$ cat config.mk
export PLATFORM = sky130hd
export DESIGN_NAME = scl_timing_gen
export DESIGN_NICKNAME = d
export VERILOG_FILES = /design/src/rtl/i2c_master_pkg.sv /design/src/rtl/scl_phase_div.sv /design/src/rtl/scl_timing_gen.sv
export SDC_FILE = /design/constraint.sdc
export NUM_CORES = 1
export LEC_CHECK = 0
export CORE_UTILIZATION = 25
export CTS_CLUSTER_SIZE = 20
export DETAILED_ROUTE_END_ITERATION = 8
export SLEW_MARGIN = 30
export SYNTH_ARGS = -nofsm -noshare
export SYNTH_HDL_FRONTEND = slang
export SYNTH_HIERARCHICAL = 1
export SYNTH_SLANG_ARGS = --single-unit
$ cat constraint.sdc
create_clock -name clk -period 2.7 [get_ports clk]
set_input_delay 0.54 -clock clk [delete_from_list [all_inputs] [get_ports clk]]
set_output_delay 0.54 -clock clk [all_outputs]
set_load 0.01 [all_outputs]
$ cat src/rtl/i2c_master_pkg.sv
// Shared definitions for the I2C master: FSM state encoding, default field
// lengths and SCL half-period, plus a helper that classifies bit-clocking states.
package i2c_master_pkg;

  typedef enum logic [3:0] {
    StIdle          = 4'd0,
    StReady         = 4'd1,
    StSendAddress   = 4'd2,
    StCheckAck      = 4'd3,
    StWriteData     = 4'd4,
    StOutputData    = 4'd5,
    StReadData      = 4'd6,
    StStoreData     = 4'd7,
    StCheckForValid = 4'd8,
    StSendAck       = 4'd9,
    StSendNack      = 4'd10,
    StStop          = 4'd11
  } state_e;

  localparam int unsigned ThresholdDef = 2;
  localparam int unsigned AddrLenDef   = 7;
  localparam int unsigned DataLenDef   = 8;
  localparam int unsigned CountW       = 7;
  // Wide enough for 2*THRESHOLD-1 with THRESHOLD up to 7.
  localparam int unsigned PhW          = 4;

  // States in which SCL toggles once per bit.
  function automatic logic is_bit_state(input logic [3:0] s);
    return s inside {StSendAddress, StReadData, StWriteData, StOutputData, StCheckAck,
                     StStoreData, StCheckForValid, StSendAck, StSendNack};
  endfunction

endpackage

$ cat src/rtl/scl_phase_div.sv
// SCL phase divider: owns the bit-phase counter and the registered SCL level.
// SCL is derived from the next-state phase so it is aligned with the phase
// counter (low half first).
module scl_phase_div
  import i2c_master_pkg::*;
#(
  parameter int unsigned THRESHOLD = ThresholdDef
) (
  input  logic       clk,
  input  logic       rst_n,
  input  logic [3:0] i_state,
  input  logic       i_wait_for_sync,
  input  logic       i_freeze,
  input  logic       i_stop_high,
  output logic       o_scl
);

  localparam logic [PhW-1:0] PhMax  = PhW'(2 * THRESHOLD - 1);
  localparam logic [PhW-1:0] PhHigh = PhW'(THRESHOLD);

  logic [PhW-1:0] r_ph;
  logic [PhW-1:0] w_ph_d;
  logic           r_scl;
  logic           w_scl_d;

  // Phase next-state: sync pulse clears, bit states wrap modulo 2*THRESHOLD.
  always_comb begin
    w_ph_d = r_ph;
    if (i_wait_for_sync) begin
      w_ph_d = '0;
    end else if (!i_freeze && is_bit_state(i_state)) begin
      w_ph_d = (r_ph == PhMax) ? '0 : r_ph + 1'b1;
    end
  end

  // SCL next-state; undefined encodings fall through to the Idle level.
  always_comb begin
    w_scl_d = 1'b1;
    if (i_freeze) begin
      w_scl_d = r_scl;
    end else begin
      case (i_state)
        StReady: w_scl_d = r_scl & ~i_wait_for_sync;
        StStop:  w_scl_d = i_stop_high;
        default: w_scl_d = is_bit_state(i_state) ? (w_ph_d >= PhHigh) : 1'b1;
      endcase
    end
  end

  // Phase and SCL registers.
  always_ff @(posedge clk or negedge rst_n) begin
    if (!rst_n) begin
      r_ph  <= '0;
      r_scl <= 1'b1;
    end else begin
      r_ph  <= w_ph_d;
      r_scl <= w_scl_d;
    end
  end

  assign o_scl = r_scl;

endmodule

$ cat src/rtl/scl_timing_gen.sv
// SCL timing generator for the I2C master: free-running saturating cycle
// counter, SCL generation and field-complete decodes.
// Optional build macro SCL_STRETCH_EN adds scl_in and freezes counting while a
// slave holds SCL low against a released (high) SCL.
module scl_timing_gen
  import i2c_master_pkg::*;
#(
  parameter int unsigned THRESHOLD = ThresholdDef,
  parameter int unsigned ADDR_LEN  = AddrLenDef,
  parameter int unsigned DATA_LEN  = DataLenDef
) (
  input  logic              clk,
  input  logic              rst_n,
  input  logic [3:0]        state_master,
  input  logic              rst_count,
`ifdef SCL_STRETCH_EN
  input  logic              scl_in,
`endif
  output logic              scl,
  output logic [CountW-1:0] count_ctrl,
  output logic              wait_for_sync,
  output logic              add_sent,
  output logic              data_received,
  output logic              data_sent
);

  localparam logic [CountW-1:0] CountMax = '1;
  localparam logic [CountW-1:0] SyncCnt  = CountW'(3 * THRESHOLD);
  localparam logic [CountW-1:0] StopCnt  = CountW'(2 * THRESHOLD);
  localparam logic [CountW-1:0] AddrCnt  = CountW'(2 * THRESHOLD * ADDR_LEN);
  localparam logic [CountW-1:0] DataCnt  = CountW'(2 * THRESHOLD * DATA_LEN);

  logic [CountW-1:0] r_count;
  logic [CountW-1:0] w_count_d;
  logic              w_freeze;

`ifdef SCL_STRETCH_EN
  // Slave is stretching: we released SCL but the bus still reads low.
  assign w_freeze = scl & ~scl_in;
`else
  assign w_freeze = 1'b0;
`endif

  // Counter next-state: clear wins over freeze and saturation.
  always_comb begin
    w_count_d = r_count;
    if (rst_count) begin
      w_count_d = '0;
    end else if (!w_freeze) begin
      w_count_d = (r_count == CountMax) ? r_count : r_count + 1'b1;
    end
  end

  // Cycle counter register.
  always_ff @(posedge clk or negedge rst_n) begin
    if (!rst_n) begin
      r_count <= '0;
    end else begin
      r_count <= w_count_d;
    end
  end

  assign count_ctrl    = r_count;
  assign wait_for_sync = (state_master == StReady) && (r_count == SyncCnt);
  assign add_sent      = (state_master == StSendAddress) && (r_count >= AddrCnt);
  assign data_received = (state_master == StStoreData) && (r_count >= DataCnt);
  assign data_sent     = (state_master == StOutputData) && (r_count >= DataCnt);

  scl_phase_div #(
    .THRESHOLD (THRESHOLD)
  ) u_phase_div (
    .clk             (clk),
    .rst_n           (rst_n),
    .i_state         (state_master),
    .i_wait_for_sync (wait_for_sync),
    .i_freeze        (w_freeze),
    .i_stop_high     (w_count_d >= StopCnt),
    .o_scl           (scl)
  );

endmodule
### Word level (Yosys, flattened, before mapping)

Cells that the tools add are included.
Widths: inputs -> output; s select.

* muxes and demuxes: 7
* $add $sub $neg: 2
* bitwise logic cells: 2
* reductions and logical operators: 5
* $lt $le $gt $ge: 4
* equal/unequal tests: 14

Operators by type and width (number)
* $eq 4x3->1 const B: 4
* $eq 4x4->1 const B: 4
* $mux 7: 2
* $eq 4x2->1 const B: 3
* $mux 4: 3
* $reduce_bool 9->1: 1
* $add 7x1->7 const B: 1
* $eq 7x3->1 const B: 1
* $eq 7x7->1 const B: 1
* $ge 7x3->1 const B: 1
* $ge 7x5->1 const B: 1
* $ge 7x6->1 const B: 1
* $add 4x1->4 const B: 1
* $eq 4x1->1 const B: 1
* $ge 4x2->1 const B: 1
* $logic_and 1x1->1: 4
* $pmux 1 s2: 1
* $and 1x1->1: 1
* $mux 1: 1
* $not 1->1: 1

* output and inout port bits: 12
* word-level logic and storage cells: 37
* register bits: 12

### Longest topological paths before layout

Gate-level depths: netlist (run 1).

* depth after elaboration: 7
* mapped depth: 9
* mapped depth without buffers: 9

### By module

The synthesis (run 1) kept the hierarchy.

By module, submodules not included
* scl_timing_gen: cells an instance 53, area each 452.9 um^2, seq. area each 175.2 um^2, instances 1
* scl_phase_div: cells an instance 32, area each 332.8 um^2, seq. area each 126.4 um^2, instances 1

### Worst setup path after synthesis (run 1)

OpenSTA, ideal clock, no wires.

* path kind: input port to flip-flop
* start point: input port state_master[2]
* end point: register u_phase_div.r_scl, in the netlist u_phase_div/o_scl
* path buffers: 0
* cell stages on the path: 6
* data arrival time: 2.434 ns
* path slack: 0.183 ns
* path through: nor4b_1 > nand3_1 > nor4_1 > nor2_1 > mux2_4 > o32a_1

* elaborated cells between the ends (all ways): 20

RTL lines
* start, declared: line scl_timing_gen.sv:14 `input logic [3:0] state_master,`
* $eq 4x1->1: line scl_timing_gen.sv:64 `assign wait_for_sync = (state_master == StReady) && (r_count == SyncCnt);`
* $logic_and 1x1->1: line scl_timing_gen.sv:64
* net wait_for_sync: line scl_timing_gen.sv:21 `output logic wait_for_sync,`
* $mux 4: line scl_phase_div.sv:29 `if (i_wait_for_sync) begin`
* net u_phase_div.w_ph_d[3]: line scl_phase_div.sv:22 `logic [PhW-1:0] w_ph_d;`
* $ge 4x2->1: line scl_phase_div.sv:45 `default: w_scl_d = is_bit_state(i_state) ? (w_ph_d >= PhHigh) : 1'b1;`
* $mux 1: line scl_phase_div.sv:45
* $pmux 1 s2: line scl_phase_div.sv:42 `case (i_state)`
* end signal, assigned: line scl_phase_div.sv:57 `r_scl <= w_scl_d;`
* end, declared: line scl_phase_div.sv:23 `logic r_scl;`

The timed path passes the listed nets, and every way through them passes these cells.

### Worst setup path in the final report (run 1)

* start point: input port state_master[2]
* end point: output port data_sent

* cells in the longest elaborated chain, start to end: 2

RTL lines
* $eq 4x3->1: line scl_timing_gen.sv:67 `assign data_sent = (state_master == StOutputData) && (r_count >= DataCnt);`
* $logic_and 1x1->1: line scl_timing_gen.sv:67
* end, declared: line scl_timing_gen.sv:24 `output logic data_sent`

Every way passes these cells.

==> impl_summary.txt, run 1 <==
----------------------------------------------------
[Power]
  Total power ... 0.000489 W
  Power density relative to cell area ... 439 nW/um^2
  Leakage dissipation ... 0.473 nW
  Peak ir drop on the vdd network ... 0.158 mV

[Placement]
  Worst slack at placement ... -83.5 ps
  # port buffers ... 18
  Instance area after placement ... 1070 sq um
  HPWL reported at the end of detailed placement ... 1.37 mm
  Final GP Congestion ... 0.822

[Synth]
  Post-synth cell types ... 37
  Count of flip-flops with a built-in enable after synthesis ... 0
  Async S/R FF share, synth ... 100%
  Parity-gate share of the synthesized area counting xor and xnor cells ... 1.11%
  Flip-flop and latch count after synthesis ... 12
  Synthesized-area fraction occupied by and/or/nand/nor cells ... 25.8%
  Compound-cell area share of the yosys netlist ... 20.2%
  Post-synthesis share of cell area spent on full adders, half adders and majority gates ... 6.37%
  Post-Synthesis Cell Area ... 786 sq um
  Total of warnings raised by yosys ... 6
  Fraction of synthesized area in multiplexers ... 5.73%
  Main combinational cell family by area after synthesis ... simple AND/OR/NAND/NOR gates
  Post-Synthesis Cells ... 85
  Most used flip-flop cell after synthesis ... dfrtp_1
  Post-synthesis sequential area ratio ... 38.4%
  Synthesized area per cell ... 9.24 sq um

[STA]
  Unrepaired setup endpoints after global routing ... false
  Fin crit period ... 2640 ps
  Fin Clk Skew ... 14.1 ps
  Timing-limited maximum frequency ... 379 MHz
  Hold Violations, Final ... 0
  Setup-violating endpoint count in the final report ... 0
  Total negative slack ... 0 ps
  Final Max Tran Viols ... 0
  Final period util ... 97.7%
  Transition time of the tightest slew-check pin ... 554 ps
  Final worst slack ... 62.0 ps
  Max transition margin ... 62.9%

[CTS]
  Number of CTS-inserted buffers ... 3
  CTS max path bufs ... 2
  Worst-Skew Late Latency ... 280 ps
  Deepest level of the CTS H-tree ... 1
  Hold buffer count at CTS ... 0
  Clock-pin slew on the worst setup and hold paths ... 70 ps
  CTS tree ... built
  Clock sink total ... 12
  Buffer cell driving the clock tree root ... clkbuf_4

[Detailed routing]
  Number of violations reported at the end of detailed-routing iteration 0 ... 18
  Mean number of vias per cell ... 4.72
  DRC violation count after routing ... 1
  Final antenna-violating net count ... 0
  Post-DR wirelength/cell ... 12.1 microns
  Total length of routed wires ... 1.89 mm
  Routed via count ... 741
  1st-pass router iterations ... 6

[Layout]
  Layout-stage area growth over the synthesis result ... 41.6%
  Final non-filler cell area ... 1110 sq um
  Layout filler cell count ... 288
  Fraction of final layout cells sized beyond drive strength 1 ... 16.5%
  Post-route core utilization ... 38.7%
  Footprint of the multi-input gates ... 494 sq um
  Final-stage net count ... 127
  Number of diodes added for antenna fixing ... 0
  Storage element area ... 302 sq um

[Setup path]
  Startpoint type of the worst setup path ... primary input
  Critical path arrival ... 2100 ps
  Critical path class ... primary input to output pin
  Highest net fanout along the worst path ... 5
  CP endpoint kind ... output pin
  Path depth of the worst reg2reg path ... 8
  Required @ worst endpoint ... 2160 ps

[Run status]
  Outcome ... complete, but fails checks
  Violations in the final reports ... DRC

[Worst hold path]
  Cell depth of the worst min-delay path ... 2
  Kind of path behind the tightest hold check ... register to register

[Die]
  Initial core utilization ... 27.3%
  Row count ... 19
  Die Span X ... 58.1 microns
  Die Outline Area ... 3370 sq um
  Area of the core region ... 2880 sq um
  I/O pin total ... 19
  Die height ... 58.1 microns

[Job]
  Number of maximum-capacitance constraint violations ... 0

[Global routing]
  First-pass GRT wire length ... 3.14 mm
  Number of global-route vias before repair ... 728
  Pin count of the biggest net entering global routing ... 13
  Remaining global-route overflow ... 0
  Number of antenna violations at the first check in global routing ... 0
  All-Layer GR Usage ... 12.3%

----------------------------------------------------
cells in the final DEF, fill, tap and decap left out, drive strengths merged, types with 2 or more instances in the layout:
cell type | Yosys | layout
nor2b | 2 | 2
ha | 4 | 4
a31oi | 3 | 3
nor2 | 10 | 10
buf | 1 | 6
conb | 1 | 4
dfrtp | 11 | 11
inv | 3 | 3
a21oi | 6 | 6
nand3 | 4 | 4
o21ai | 4 | 4
nand2 | 4 | 4
clkdlybuf4s50 | 0 | 16
nand4 | 3 | 3
a211oi | 2 | 2
nor4 | 2 | 2
nand2b | 2 | 2
clkbuf | 0 | 4
mux2i | 3 | 3
nor3 | 4 | 4
critical path, cell delays in order:
cell and delay [ps]:
clkdlybuf4s50_1 500, buf_4 150, o21ai_0 100, nor4_1 220
clkdlybuf4s50_1 590
report_power, final:
| group | switching, W | internal [W] | total [W] |
|---|---|---|---|
| registers | 0.0000247 | 0.000207 | 0.000232 |
| logic | 0.0000670 | 0.0000727 | 0.000140 |
| clock network | 0.0000598 | 0.0000572 | 0.000117 |
routing by layer:
layer	up-vias	global-route usage (%)	wire length [microns]
li1	377	-	-
met1	351	15.7	900
met2	11	18.4	885
met3	2	3.79	86
met4	0	7.14	19
met5	-	0	0
final timing paths:
path	from	endpoint	slack, ps
worst max-delay path	state_master[2]	data_sent	60
worst min-delay path	u_phase_div/r_ph[1]$_DFF_PN0_	u_phase_div/r_ph[1]$_DFF_PN0_	600
worst max register to register	count_ctrl[3]$_DFF_PN0_	u_phase_div/o_scl$_DFFE_PN1N_	480
worst min register to register	u_phase_div/r_ph[1]$_DFF_PN0_	u_phase_div/r_ph[1]$_DFF_PN0_	600
max in group asynchronous	rst_n	u_phase_div/o_scl$_DFFE_PN1N_	1700
min in group asynchronous	rst_n	count_ctrl[1]$_DFF_PN0_	620
state kept, by name, indices dropped and copies added (netlist names):
name / flops
count_ctrl: 7
u_phase_div/o_scl: 1
u_phase_div/r_ph: 4
cell families (layout without fill, tap and decap cells):
| family | Yosys count | in the layout |
|---|---|---|
| other cells | 1 | 4 |
| simple gates | 37 | 37 |
| buf+inv | 4 | 31 |
| mux | 4 | 4 |
| xor+xnor | 1 | 1 |
| fa+ha+maj | 4 | 4 |
| compound gates | 22 | 22 |
| flops | 12 | 12 |
synth_stat cells, drive strengths merged (2+ instances only):
cell / n / area [sq um]
nand3: 4 / 20.0
nand4: 3 / 18.8
mux2i: 3 / 30.0
o21ai: 4 / 23.8
nor3: 4 / 20.0
a31oi: 3 / 18.8
a21oi: 6 / 30.0
ha: 4 / 50.1
nand2: 4 / 15.0
dfrtp: 11 / 275
inv: 3 / 11.3
nor4: 2 / 12.5
nand2b: 2 / 12.5
nor2: 10 / 37.5
nor2b: 2 / 12.5
a211oi: 2 / 27.5
final cells by class:
cell class | instances | area share (%)
Tap cell | 42 | 4.72
Inverter | 3 | 1.01
Multi-Input combinational cell | 72 | 44.4
Clock buffer | 4 | 2.36
Timing Repair Buffer | 24 | 20.4
Sequential cell | 12 | 27.1
per-stage QoR:
step	cells	hold WS, ps
floorplan	88	244
global placement	153	566
detailed placement	153	583
CTS	157	599
global route	157	646
finish	157	599
timing repair:
item	in CTS	in global routing
setup buffers	0	0
gates resized for setup	3	2
pin swaps	1	0
setup endpoints to repair	1	1
cloned	0	0
(Power assumes the default switching activity.)
==> inputs of run 2 (changes only) <==
Clock period 2.7 ns to 3.1 ns, I/O delays scaled along.
==> impl_summary.txt, run 2 (synthesized netlist as in run 1, its figures left out) <==
----------------------------------------------------
[Run status]
  Outcome ... complete, but fails checks
  Violations in the final reports ... DRC

[STA]
  Max transition margin ... 63.8%
  Fin crit period ... 2900 ps
  Total negative slack ... 0 ps
  Timing-limited maximum frequency ... 344 MHz
  Setup-violating endpoint count in the final report ... 0
  Hold Violations, Final ... 0
  Fin Clk Skew ... 6.91 ps
  Transition time of the tightest slew-check pin ... 541 ps
  Unrepaired setup endpoints after global routing ... false
  Hold_ws ... 600 ps
  Final period util ... 93.7%
  Final Max Tran Viols ... 0

[Global routing]
  All-Layer GR Usage ... 12.1%
  First-pass GRT wire length ... 3.06 mm
  Remaining global-route overflow ... 0
  Number of global-route vias before repair ... 679
  Number of antenna violations at the first check in global routing ... 0
  Pin count of the biggest net entering global routing ... 13

[Die]
  Die Span X ... 58.1 microns
  Die Outline Area ... 3370 sq um
  Row count ... 19
  Area of the core region ... 2880 sq um
  I/O pin total ... 19
  Initial core utilization ... 27.3%
  Die height ... 58.1 microns

[CTS]
  CTS max path bufs ... 2
  CTS tree ... built
  Clock-pin slew on the worst setup and hold paths ... 80 ps
  Worst-Skew Late Latency ... 270 ps
  Clock sink total ... 12
  Buffer cell driving the clock tree root ... clkbuf_4
  Hold buffer count at CTS ... 0
  Number of CTS-inserted buffers ... 3
  Deepest level of the CTS H-tree ... 1

[Detailed routing]
  Mean number of vias per cell ... 4.71
  DRC violation count after routing ... 1
  Post-DR wirelength/cell ... 12.3 microns
  Routed via count ... 734
  1st-pass router iterations ... 6
  Total length of routed wires ... 1.91 mm
  Number of violations reported at the end of detailed-routing iteration 0 ... 12
  Final antenna-violating net count ... 0

[Setup path]
  Critical path class ... primary input to output pin
  R2R Setup Slk ... 1000 ps
  Path depth of the worst reg2reg path ... 7
  CP endpoint kind ... output pin
  Worst setup startpoint ... state_master[2]
  Startpoint type of the worst setup path ... primary input
  Reg-to-reg critical path startpoint ... count_ctrl[3]$_DFF_PN0_
  CP endpoint ... wait_for_sync
  Critical path arrival ... 2280 ps
  Required @ worst endpoint ... 2480 ps
  Capture point of the worst reg-to-reg path ... u_phase_div/o_scl$_DFFE_PN1N_
  Highest net fanout along the worst path ... 2

[Placement]
  HPWL reported at the end of detailed placement ... 1.40 mm
  # port buffers ... 18
  Final GP Congestion ... 0.824
  Number of instances in the placed design ... 152
  Instance area after placement ... 1060 sq um

[Power]
  Peak ir drop on the vdd network ... 0.131 mV
  Total power ... 0.000448 W
  Relative contribution of sequential cells to total power ... 45.1%
  Leakage dissipation ... 0.449 nW
  Power density relative to cell area ... 405 nW/um^2
  Power spent charging and discharging nets ... 0.000133 W
  Int Pwr ... 0.000315 W
  Clock share of power ... 27.8%
  Power share of the combinational group ... 27.1%
  Sw Share ... 29.7%

[Layout]
  Fraction of final layout cells sized beyond drive strength 1 ... 15.8%
  Final-stage net count ... 126
  Number of flip-flops in the largest register ... 7
  Storage element area ... 302 sq um
  Number of diodes added for antenna fixing ... 0
  Footprint of the multi-input gates ... 487 sq um
  Top library cells by usage in the layout, fill and taps aside ... clkdlybuf4s50_1 (18), dfrtp_1 (11), nor2_1 (10)
  Final non-filler cell area ... 1110 sq um
  Final Non-Filler Cells ... 156
  Layout-stage area growth over the synthesis result ... 40.8%
  Layout filler cell count ... 300
  Most common cell after layout, fill and taps aside ... clkdlybuf4s50_1

[Worst hold path]
  Kind of path behind the tightest hold check ... register to register
  Cell depth of the worst min-delay path ... 2

[Job]
  Number of maximum-capacitance constraint violations ... 0

----------------------------------------------------
[run 2: cell types whose count changed in the layout (fill, tap and decap cells not counted), sizes merged]
cell / previous run / this run
dlymetal6s2s: 1 / 0
clkdlybuf4s50: 16 / 18
dlygate4sd2: 1 / 0
buf: 6 / 5
[run 2: worst min-delay path by stage]
stage	start	endpoint	slack, ps
5_1_grt	u_phase_div/r_ph[0]$_DFF_PN0_	u_phase_div/r_ph[0]$_DFF_PN0_	640
3_5_place_dp	u_phase_div/r_ph[1]$_DFF_PN0_	u_phase_div/r_ph[1]$_DFF_PN0_	580
3_3_place_gp	u_phase_div/r_ph[1]$_DFF_PN0_	u_phase_div/r_ph[1]$_DFF_PN0_	570
4_1_cts	u_phase_div/r_ph[1]$_DFF_PN0_	u_phase_div/r_ph[1]$_DFF_PN0_	600
6_report	u_phase_div/r_ph[0]$_DFF_PN0_	u_phase_div/r_ph[0]$_DFF_PN0_	600
2_1_floorplan	rst_n	count_ctrl[0]$_DFF_PN0_	320
[run 2: power by group through the flow]
stage          Combinational [W]  Sequential (W)  Clock [W]
2_1_floorplan          0.0000703        0.000204          0
3_3_place_gp            0.000118        0.000203          0
3_5_place_dp            0.000122        0.000205          0
4_1_cts                 0.000122        0.000203   0.000129
5_1_grt                 0.000135        0.000205   0.000136
6_report                0.000121        0.000202   0.000124
[run 2: metrics by stage]
| stage | worst slack (ps) | util [%] |
|---|---|---|
| floorplan | 503 | - |
| global placement | 108 | 37.0 |
| detailed placement | 78.9 | 37.0 |
| CTS | 51.4 | 38.2 |
| global route | 117 | 38.5 |
| finish | 196 | 38.5 |
[run 2: timing repair]
action                                  CTS  global route
resized for setup                         0             1
endpoints found under the setup margin    0             1
buffers inserted                          0             0
[run 2: routing by layer]
layer	vias to the layer above	track usage, %	share of wire, %
li1	371	-	-
met5	-	0	0
met3	4	2.90	3.5
met1	346	16.5	48
met2	13	17.7	47
met4	0	6.12	1.4
[run 2: area by class of cell]
type                            instances  share of cell area [%]
Tap cell                               42                    4.75
Timing Repair Buffer                   23                    19.7
Multi-Input combinational cell         72                    44.0
Inverter                                3                    1.02
Sequential cell                        12                    27.3
Clock buffer                            4                    3.28
[run 2: worst max-delay path, cell delays in order]
cell             delay (ps)
clkdlybuf4s50_1         430
nor4b_1                 260
nand3_1                 140
nor4_2                  240
clkdlybuf4s50_1         600
==> inputs of run 3 (changes only) <==
Settings changed: CORE_MARGIN from default to 3, GPL_ROUTABILITY_DRIVEN from default to 0.
==> impl_summary.txt, run 3 (synthesized netlist as in run 1, its figures left out) <==
----------------------------------------------------
[STA]
  Final period util ... 95.5%
  Final Max Tran Viols ... 0
  Fin crit period ... 2960 ps
  Hold Violations, Final ... 0
  Fin Clk Skew ... 1.11 ps
  Setup-violating endpoint count in the final report ... 0
  Max transition margin ... 63.8%
  Transition time of the tightest slew-check pin ... 541 ps
  Timing-limited maximum frequency ... 338 MHz

[CTS]
  Hold buffer count at CTS ... 0
  Setup Buffers After CTS ... 0
  CTS tree ... built
  Deepest level of the CTS H-tree ... 1
  CTS max path bufs ... 2
  Worst-Skew Late Latency ... 260 ps
  Buffer cell driving the clock tree root ... clkbuf_4
  Clock sink total ... 12
  Number of CTS-inserted buffers ... 3
  Quantity of gates resized following cts ... 0
  Clock-pin slew on the worst setup and hold paths ... 70 ps

[Layout]
  Top library cells by usage in the layout, fill and taps aside ... clkdlybuf4s50_1 (18), dfrtp_1 (11), nor2_1 (10)
  Fraction of final layout cells sized beyond drive strength 1 ... 16.7%
  Number of flip-flops in the largest register ... 7
  Most common cell after layout, fill and taps aside ... clkdlybuf4s50_1
  Layout-stage area growth over the synthesis result ... 41.6%
  Post-route core utilization ... 38.7%
  Number of diodes added for antenna fixing ... 0
  Final-stage net count ... 126

[Die]
  Die Span X ... 62.1 microns
  Die height ... 62.1 microns
  Row count ... 19
  I/O pin total ... 19
  Area of the core region ... 2880 sq um
  Die Outline Area ... 3850 sq um
  Initial core utilization ... 27.3%

[Placement]
  # port buffers ... 18
  HPWL reported at the end of detailed placement ... 1.40 mm

[Power]
  Peak ir drop on the vdd network ... 0.177 mV
  Leakage dissipation ... 0.450 nW
  Total power ... 0.000442 W
  Power density relative to cell area ... 397 nW/um^2

[Detailed routing]
  1st-pass router iterations ... 4
  Post-DR wirelength/cell ... 11.9 microns
  Final antenna-violating net count ... 0
  DRC violation count after routing ... 0
  Number of violations reported at the end of detailed-routing iteration 0 ... 25
  Total length of routed wires ... 1.85 mm
  Mean number of vias per cell ... 4.69
  Routed via count ... 732

[Setup path]
  Startpoint type of the worst setup path ... primary input
  Number of buffers and inverters on the critical path ... 2
  Required @ worst endpoint ... 2480 ps
  Slowest cell on the critical path ... clkdlybuf4s50_1
  Highest net fanout along the worst path ... 5
  Crit path largest cell delay ... 620 ps
  Cell with the most instances on the worst path ... clkdlybuf4s50_1
  CP endpoint kind ... output pin
  Cell family with most CP delay ... buffers and inverters
  Critical path arrival ... 2340 ps
  Critical path class ... primary input to output pin
  Critical-path cell list ... clkdlybuf4s50_1, nand2b_1, a2111oi_0, clkdlybuf4s50_1

[Global routing]
  Number of antenna violations at the first check in global routing ... 0
  First-pass GRT wire length ... 3.30 mm
  Remaining global-route overflow ... 0
  All-Layer GR Usage ... 11.7%
  Number of global-route vias before repair ... 713
  Pin count of the biggest net entering global routing ... 13

[Worst hold path]
  Kind of path behind the tightest hold check ... register to register

[Job]
  Number of maximum-capacitance constraint violations ... 0

[Run status]
  Outcome ... complete, no violations

----------------------------------------------------
## run 3: routing by layer
| metal | global-route usage [%] | wire length [microns] |
|---|---|---|
| met1 | 16.3 | 901 |
| met2 | 17.3 | 838 |
| met3 | 2.69 | 92 |
| met4 | 4.55 | 17 |
| met5 | 0 | 0 |
## run 3: power breakdown
| part | leakage [nW] | switching (W) | internal (W) |
|---|---|---|---|
| clock network | 0.0210 | 0.0000500 | 0.0000712 |
| registers | 0.157 | 0.0000206 | 0.000180 |
| logic | 0.272 | 0.0000566 | 0.0000633 |
## run 3: cell type report
type                       count  area (sq um)
multi-input combinational     72           493
tap                           42          52.6
timing repair buffer          23           218
inverter                       3          11.3
sequential                    12           302
fill                         288          1760
clock buffer                   4          36.3
## run 3: tightest hold or removal path: stages (launching register included)
cell and delay [ps]:
dfrtp_1 390, mux2i_1 80, nor2_1 80
## run 3: path summary, 6_finish.rpt
path                                               start                            end  slack, ps  depth (start not counted)
min reg2reg                u_phase_div/r_ph[1]$_DFF_PN0_  u_phase_div/r_ph[1]$_DFF_PN0_        590                          2
max                                      state_master[3]                       add_sent        140                          4
max reg2reg                      count_ctrl[4]$_DFF_PN0_  u_phase_div/o_scl$_DFFE_PN1N_       1010                          7
max in group asynchronous                          rst_n  u_phase_div/o_scl$_DFFE_PN1N_       2030                          1
min                        u_phase_div/r_ph[1]$_DFF_PN0_  u_phase_div/r_ph[1]$_DFF_PN0_        590                          2
min in group asynchronous                          rst_n        count_ctrl[0]$_DFF_PN0_        700                          1
## run 3: stage by stage
step	worst slack [ps]	hold slack (ps)	TNS (ps)	area (sq um)	cells
2_1_floorplan	503	324	0	797	88
3_3_place_gp	85.3	566	0	1060	152
3_5_place_dp	80.4	578	0	1060	152
4_1_cts	50.8	599	0	1100	156
5_1_grt	-6.49	638	-6.49	1110	156
6_report	140	593	0	1110	156
==> edit 1, RTL diff (config.mk and constraints of run 1) <==
The option `SCL_STRETCH_EN` is turned on by a define.
--- a/src/rtl/scl_timing_gen.sv
+++ b/src/rtl/scl_timing_gen.sv
@@ -4,2 +4,4 @@
 // slave holds SCL low against a released (high) SCL.
+`define SCL_STRETCH_EN
+
 module scl_timing_gen
Ports: changed (added scl_in); port bits go from 19 to 20. No check against the original RTL was run, so the function may have changed too.
==> edit 1 against run 1 <==
- non-clock buffer count grew 6
- synthesized cell count increased by 9.4%
- wire length grew 19%
- sequential cell count unchanged
- critical path type unchanged
- design area up 12%
- count of clock-buffer cells in the layout did not move
- setup slack improved by 0.030 ns
- first-iteration DRC count grew 130%
- largest cell class unchanged
- area after synthesis grew 17%
Power is not compared: it rests on default switching activity, and its combinational part moved more than twofold at a synthesized area within 25%.
==> edit 1: results (changes against run 1) <==
status: "finished, final reports clean"
synth_area_leaders: "dfrtp_1 (30%), ha_1 (5.5%), mux2i_1 (4.4%)"
nets: 135  # +6.3%
setup_viol: 0  # unchanged
antenna_cells: 0  # unchanged
htree_levels: 1  # unchanged
hpwl_um: 1720  # +25%
netlist_top_cells_count: "dfrtp_1 (11), nor2_1 (10), a21oi_1 (5)"
dr.pass1.iters: 4  # -2
drive_above_1_share_pct: 20.5  # +4.0 points
synth_nets: 105
cp.arrival_ns: 2.07  # -0.03 ns
io_buffers: 19  # +1
grt_pass1_wl_um: 3820  # +22%
grt.total_usage_pct: 12.3  # -0.016 points
numCtsBuffers: 3  # unchanged
gp_congestion: 0.837  # +1.8%
finClkSkew_ns: 0.00877  # -0.00533 ns
routed-via-count: 871  # +18%
clock-root-buffer: "clkbuf_4"
async_reset_ff_share_pct: 100  # unchanged
antenna_found_initial: 0  # unchanged
clock_latency_ns: 0.28  # about the same
cts_buffer_depth: 2  # unchanged
slew_headroom_pct: 59.4  # -3.6 points
grt_pass1_vias: 839  # +15%
fillCellCount: 366  # +27%
wl_per_cell_um: 13.4  # +11%
worst-r2r-setup-slack_ns: 0.33  # -0.15 ns
seq_area_frac_synth_pct: 32.9  # -5.5 points
dr.first_iter.drc_count: 41  # +23
p_leak_nw: 0.538
maxCapViolCount: 0  # unchanged
largest_reg_flops: 7  # unchanged
max_stage_delay_ns: 0.48  # -0.11 ns
drt-vias-per-instance: 5.18  # +9.8%
slowest_stage: "clkdlybuf4s50_1"
ir_worst_vdd_v: 0.000469
synth_cell_types: 43  # +16%
dp_cells: 164  # +7.2%
cp_top_family: "buffers and inverters"
clkTransAtPathRegs_ns: 0.09  # +0.02 ns
crit_fanout: 2  # -3
syn_inst: 93  # +9.4%
hold_class: "reg2reg"
==> edit 1: cell types whose count changed after synthesis, sizes merged, moves of 2 or more <==
cell   delta
a41oi     +3
buf       +3
nand3     -3
a31oi     -2
and3      +2
nand2     -2
==> edit 1: final timing paths <==
check | start | endpoint | cells past startpoint
worst min register to register | u_phase_div/r_ph[1] | u_phase_div/r_ph[1] | 2
worst max-delay path | state_master[0] | wait_for_sync | 5
worst min-delay path | u_phase_div/r_ph[1] | u_phase_div/r_ph[1] | 2
min in group asynchronous | rst_n | count_ctrl[0] | 1
max in group asynchronous | rst_n | count_ctrl[6] | 1
worst max register to register | count_ctrl[0] | u_phase_div/o_scl | 8
==> edit 1: worst register-to-register path: stages (launching register included) <==
cell and delay (ns):
dfrtp_1 0.38, inv_1 0.11, ha_1 0.18, or4b_1 0.49
nor4_4 0.26, buf_4 0.20, nor2_1 0.05, mux2_4 0.27
o32a_1 0.35
==> edit 1: kinds of logic (layout without fill, tap and decap cells) <==
logic type	count (synthesis)	in the layout	share of synthesized area [%]
muxes	5	5	6.01
xor gates and xnor gates	2	2	1.91
DFF	12	12	32.9
and+or+nand+nor	38	38	27.6
adders and majority gates	4	4	5.46
buffers and inverters	9	38	6.69
AOI/OAI and AO/OA	23	23	19.4
==> edit 1: final cells by class <==
| class | instances | share of cell area (%) |
|---|---|---|
| clock buffers | 4 | 2.90 |
| repair buffers | 30 | 22.2 |
| multi-input cells | 72 | 44.9 |
| well taps | 46 | 4.60 |
| flip-flops and latches | 12 | 24.1 |
| inverters | 4 | 1.20 |
==> edit 1: power by group <==
group          switching (W)  total [W]  internal (W)
Clock              0.0000661   0.000148     0.0000820
Sequential         0.0000379   0.000260      0.000222
Combinational       0.000159   0.000319      0.000161
==> edit 1: layer usage <==
| metal | part of all wire, % | track usage (%) | up-vias | wire length [µm] |
|---|---|---|---|---|
| li1 | - | - | 411 | - |
| met5 | 0 | 0 | - | 0 |
| met4 | 0.76 | 2.91 | 0 | 17 |
| met2 | 48 | 21.9 | 37 | 1070 |
| met1 | 45 | 14.0 | 419 | 1010 |
| met3 | 6.5 | 4.20 | 4 | 145 |
==> edit 1: timing repair <==
action	4_1_cts	5_1_grt
hold buffers	0	0
endpoints found under the setup margin	1	3
resized for setup	1	4
setup buffers	0	0
==> edit 1: stage by stage <==
stage / instance area [µm²] / setup TNS [ns] / setup slack, ns / hold slack, ns
2_1_floorplan: 916 / 0 / 0.147 / 0.244
3_3_place_gp: 1200 / -0.191 / -0.185 / 0.575
3_5_place_dp: 1200 / -0.340 / -0.255 / 0.588
4_1_cts: 1230 / 0 / 0.0291 / 0.611
5_1_grt: 1250 / 0 / 0.0188 / 0.639
6_report: 1250 / 0 / 0.0923 / 0.601
==> edit 2, RTL diff (flow settings as in run 1) <==
Without the edit above. Put one more register stage on the output `count_ctrl`, cleared by the reset. The value now appears one clock later. The other outputs are not delayed to match.
--- a/src/rtl/scl_timing_gen.sv
+++ b/src/rtl/scl_timing_gen.sv
@@ -62,3 +62,9 @@
 
-  assign count_ctrl    = r_count;
+  always_ff @(posedge clk or negedge rst_n) begin
+    if (!rst_n) begin
+      count_ctrl <= '0;
+    end else begin
+      count_ctrl <= r_count;
+    end
+  end
   assign wait_for_sync = (state_master == StReady) && (r_count == SyncCnt);
Formal check against the unedited RTL: not equivalent (Yosys sat finds a counterexample within 4 cycles, from zero or initial values and one cycle with rst_n low).
==> edit 2 against run 1 <==
- final cell count increased by 13%
- power up 62%
- combinational power increased by 51%
- design area grew 24%
- setup slack gained 0.064 ns
- synthesized cell count is 11% higher
- hold slack worse by 0.38 ns
- area after synthesis is 27% higher
- sequential cell count increased by 7
- utilization fell by 1.8 points
- wire length increased by 27%
- critical endpoint is now wait_for_sync
- highest routed layer unchanged
==> edit 2: results (changes against run 1) <==
status: "finished, final reports clean"
synth_area_leaders: "dfrtp_1 (45%), ha_1 (5.0%), nor2_1 (4.9%)"
reg2reg_to: "u_phase_div/o_scl"
setup_viol: 0  # unchanged
hpwl_um: 1810  # +32%
cp.arrival_ns: 2.03  # -0.07 ns
critPathLaunch: "state_master[0]"
htree_levels: 1  # unchanged
synth_cell_types: 41  # +11%
synth_compound_area_share_pct: 18.3  # -2.0 points
fillCellCount: 400  # +39%
worstSetupEndpoint: "wait_for_sync"
post_cts_buffers: 0  # unchanged
crit_fanout: 5  # unchanged
worst-r2r-setup-slack_ns: 0.42  # -0.06 ns
numCtsBuffers: 3  # unchanged
rr_startpoint: "r_count[1]"
clock_latency_ns: 0.25  # -0.03 ns
wl_um: 2400  # +27%
drive_above_1_share_pct: 20.0  # +3.5 points
postPlaceCellArea_um2: 1330  # +24%
wl_per_cell_um: 13.5  # +12%
switching_share_pct: 31.4  # +0.34 points
hold_class: "in2async"
async_reset_ff_share_pct: 100  # unchanged
dp_cells: 174  # +14%
reg_top3: "count_ctrl: 7 flops, r_count: 7 flops, u_phase_div/r_ph: 4 flops"
nets: 142  # +12%
yosys.area_share.xor_xnor_pct: 1.75  # +0.64 points
grt_max_degree: 20  # +7
r2r_cells: 9  # +1
gp_congestion: 0.759  # -7.7%
ys.warnings.count: 6  # unchanged
drt-vias-per-instance: 4.85  # +2.8%
clkTransAtPathRegs_ns: 0.07  # about the same
postSynthAreaPerCell_um2: 10.6  # +15%
grt_pass1_wl_um: 4100  # +31%
netlist_top_cells_count: "dfrtp_1 (18), nor2_1 (13), inv_1 (5)"
dr.pass1.iters: 4  # -2
p_leak_nw: 0.628  # +33%
clock-root-buffer: "clkbuf_8"
grt.total_usage_pct: 12.4  # +0.13 points
ir_worst_vdd_v: 0.000231  # +46%
grt_pass1_vias: 905  # +24%
finClkSkew_ns: 0.00389  # -0.0102 ns
antenna_found_initial: 0  # unchanged
synth-adder-area-share_pct: 5.01  # -1.4 points
cts_buffer_depth: 2  # unchanged
io_buffers: 18  # unchanged
dr.first_iter.drc_count: 21  # +3
antenna_cells: 0  # unchanged
synth_mux_area_share_pct: 4.01  # -1.7 points
seq_area_frac_synth_pct: 47.7  # +9.3 points
synthFlopType: "dfrtp_1"
==> edit 2: cell types whose count changed after synthesis, moves of 2 or more <==
cell	run 1	this run
nor3_1	4	2
inv_1	3	5
a211oi_1	1	3
a211oi_2	0	2
a21oi_1	6	1
dfrtp_1	11	18
nor2_1	10	13
nand3_1	4	1
nor2b_1	2	0
==> edit 2: worst max-delay path: stages <==
cell and delay (ns):
clkdlybuf4s50_1 0.56, or3b_2 0.50, nor2_2 0.15, dlygate4sd2_1 0.28
==> edit 2: cell type report <==
class | instances | area [µm²] | area share [%]
multi-input combinational | 75 | 532 | 38.6
sequential | 19 | 477 | 34.6
inverter | 5 | 18.8 | 1.36
timing repair buffer | 27 | 245 | 17.8
clock buffer | 3 | 41.3 | 2.99
clock inverter | 1 | 5.00 | 0.363
tap | 48 | 60.1 | 4.36
==> edit 2: how the worst min path moves through the flow <==
stage | to | slack (ns)
after floorplan | count_ctrl[0] | 0.24
after global placement | count_ctrl[4] | 0.47
after detailed placement | count_ctrl[4] | 0.48
after CTS | u_phase_div/o_scl | 0.51
after global routing | r_count[0] | 0.25
final | count_ctrl[1] | 0.22
==> edit 2: what timing repair did <==
| action | in CTS | in global routing |
|---|---|---|
| gates cloned | 0 | 0 |
| setup endpoints to repair | 3 | 2 |
| resized for setup | 4 | 2 |
| hold buffers | 0 | 0 |
==> edit 2: power by group through the flow <==
stage | registers [W] | logic, W | clock network [W]
after CTS | 0.000389 | 0.000216 | 0.000198
after global routing | 0.000400 | 0.000237 | 0.000215
after floorplan | 0.000383 | 0.000132 | 0
final | 0.000390 | 0.000211 | 0.000190
after global placement | 0.000387 | 0.000201 | 0
after detailed placement | 0.000394 | 0.000214 | 0
==> edit 2: through the flow <==
stage | setup TNS (ns) | hold WS, ns | setup slack, ns
after floorplan | 0 | 0.244 | 0.694
after global placement | -0.227 | 0.472 | -0.130
after detailed placement | -0.262 | 0.485 | -0.170
after CTS | 0 | 0.510 | 0.00880
after global routing | 0 | 0.248 | 0.0840
final | 0 | 0.219 | 0.126
==> edit 2: kinds of logic after synthesis <==
logic type	after synthesis
buf+inv	6
mux	4
fa+ha+maj	4
simple gates	35
other cells	1
flops	19
compound gates	23
xor+xnor	2
==> edit 2: per-layer routing <==
layer  share of wire [%]  wire [µm]  GRT usage [%]  vias to the layer above
met1                  48       1140           15.4                      429
met2                  49       1160           21.4                       16
met3                 2.6         62           2.08                        4
met5                   0          0              0                        -
met4                 1.2         29           4.89                        0
li1                    -          -              -                      415
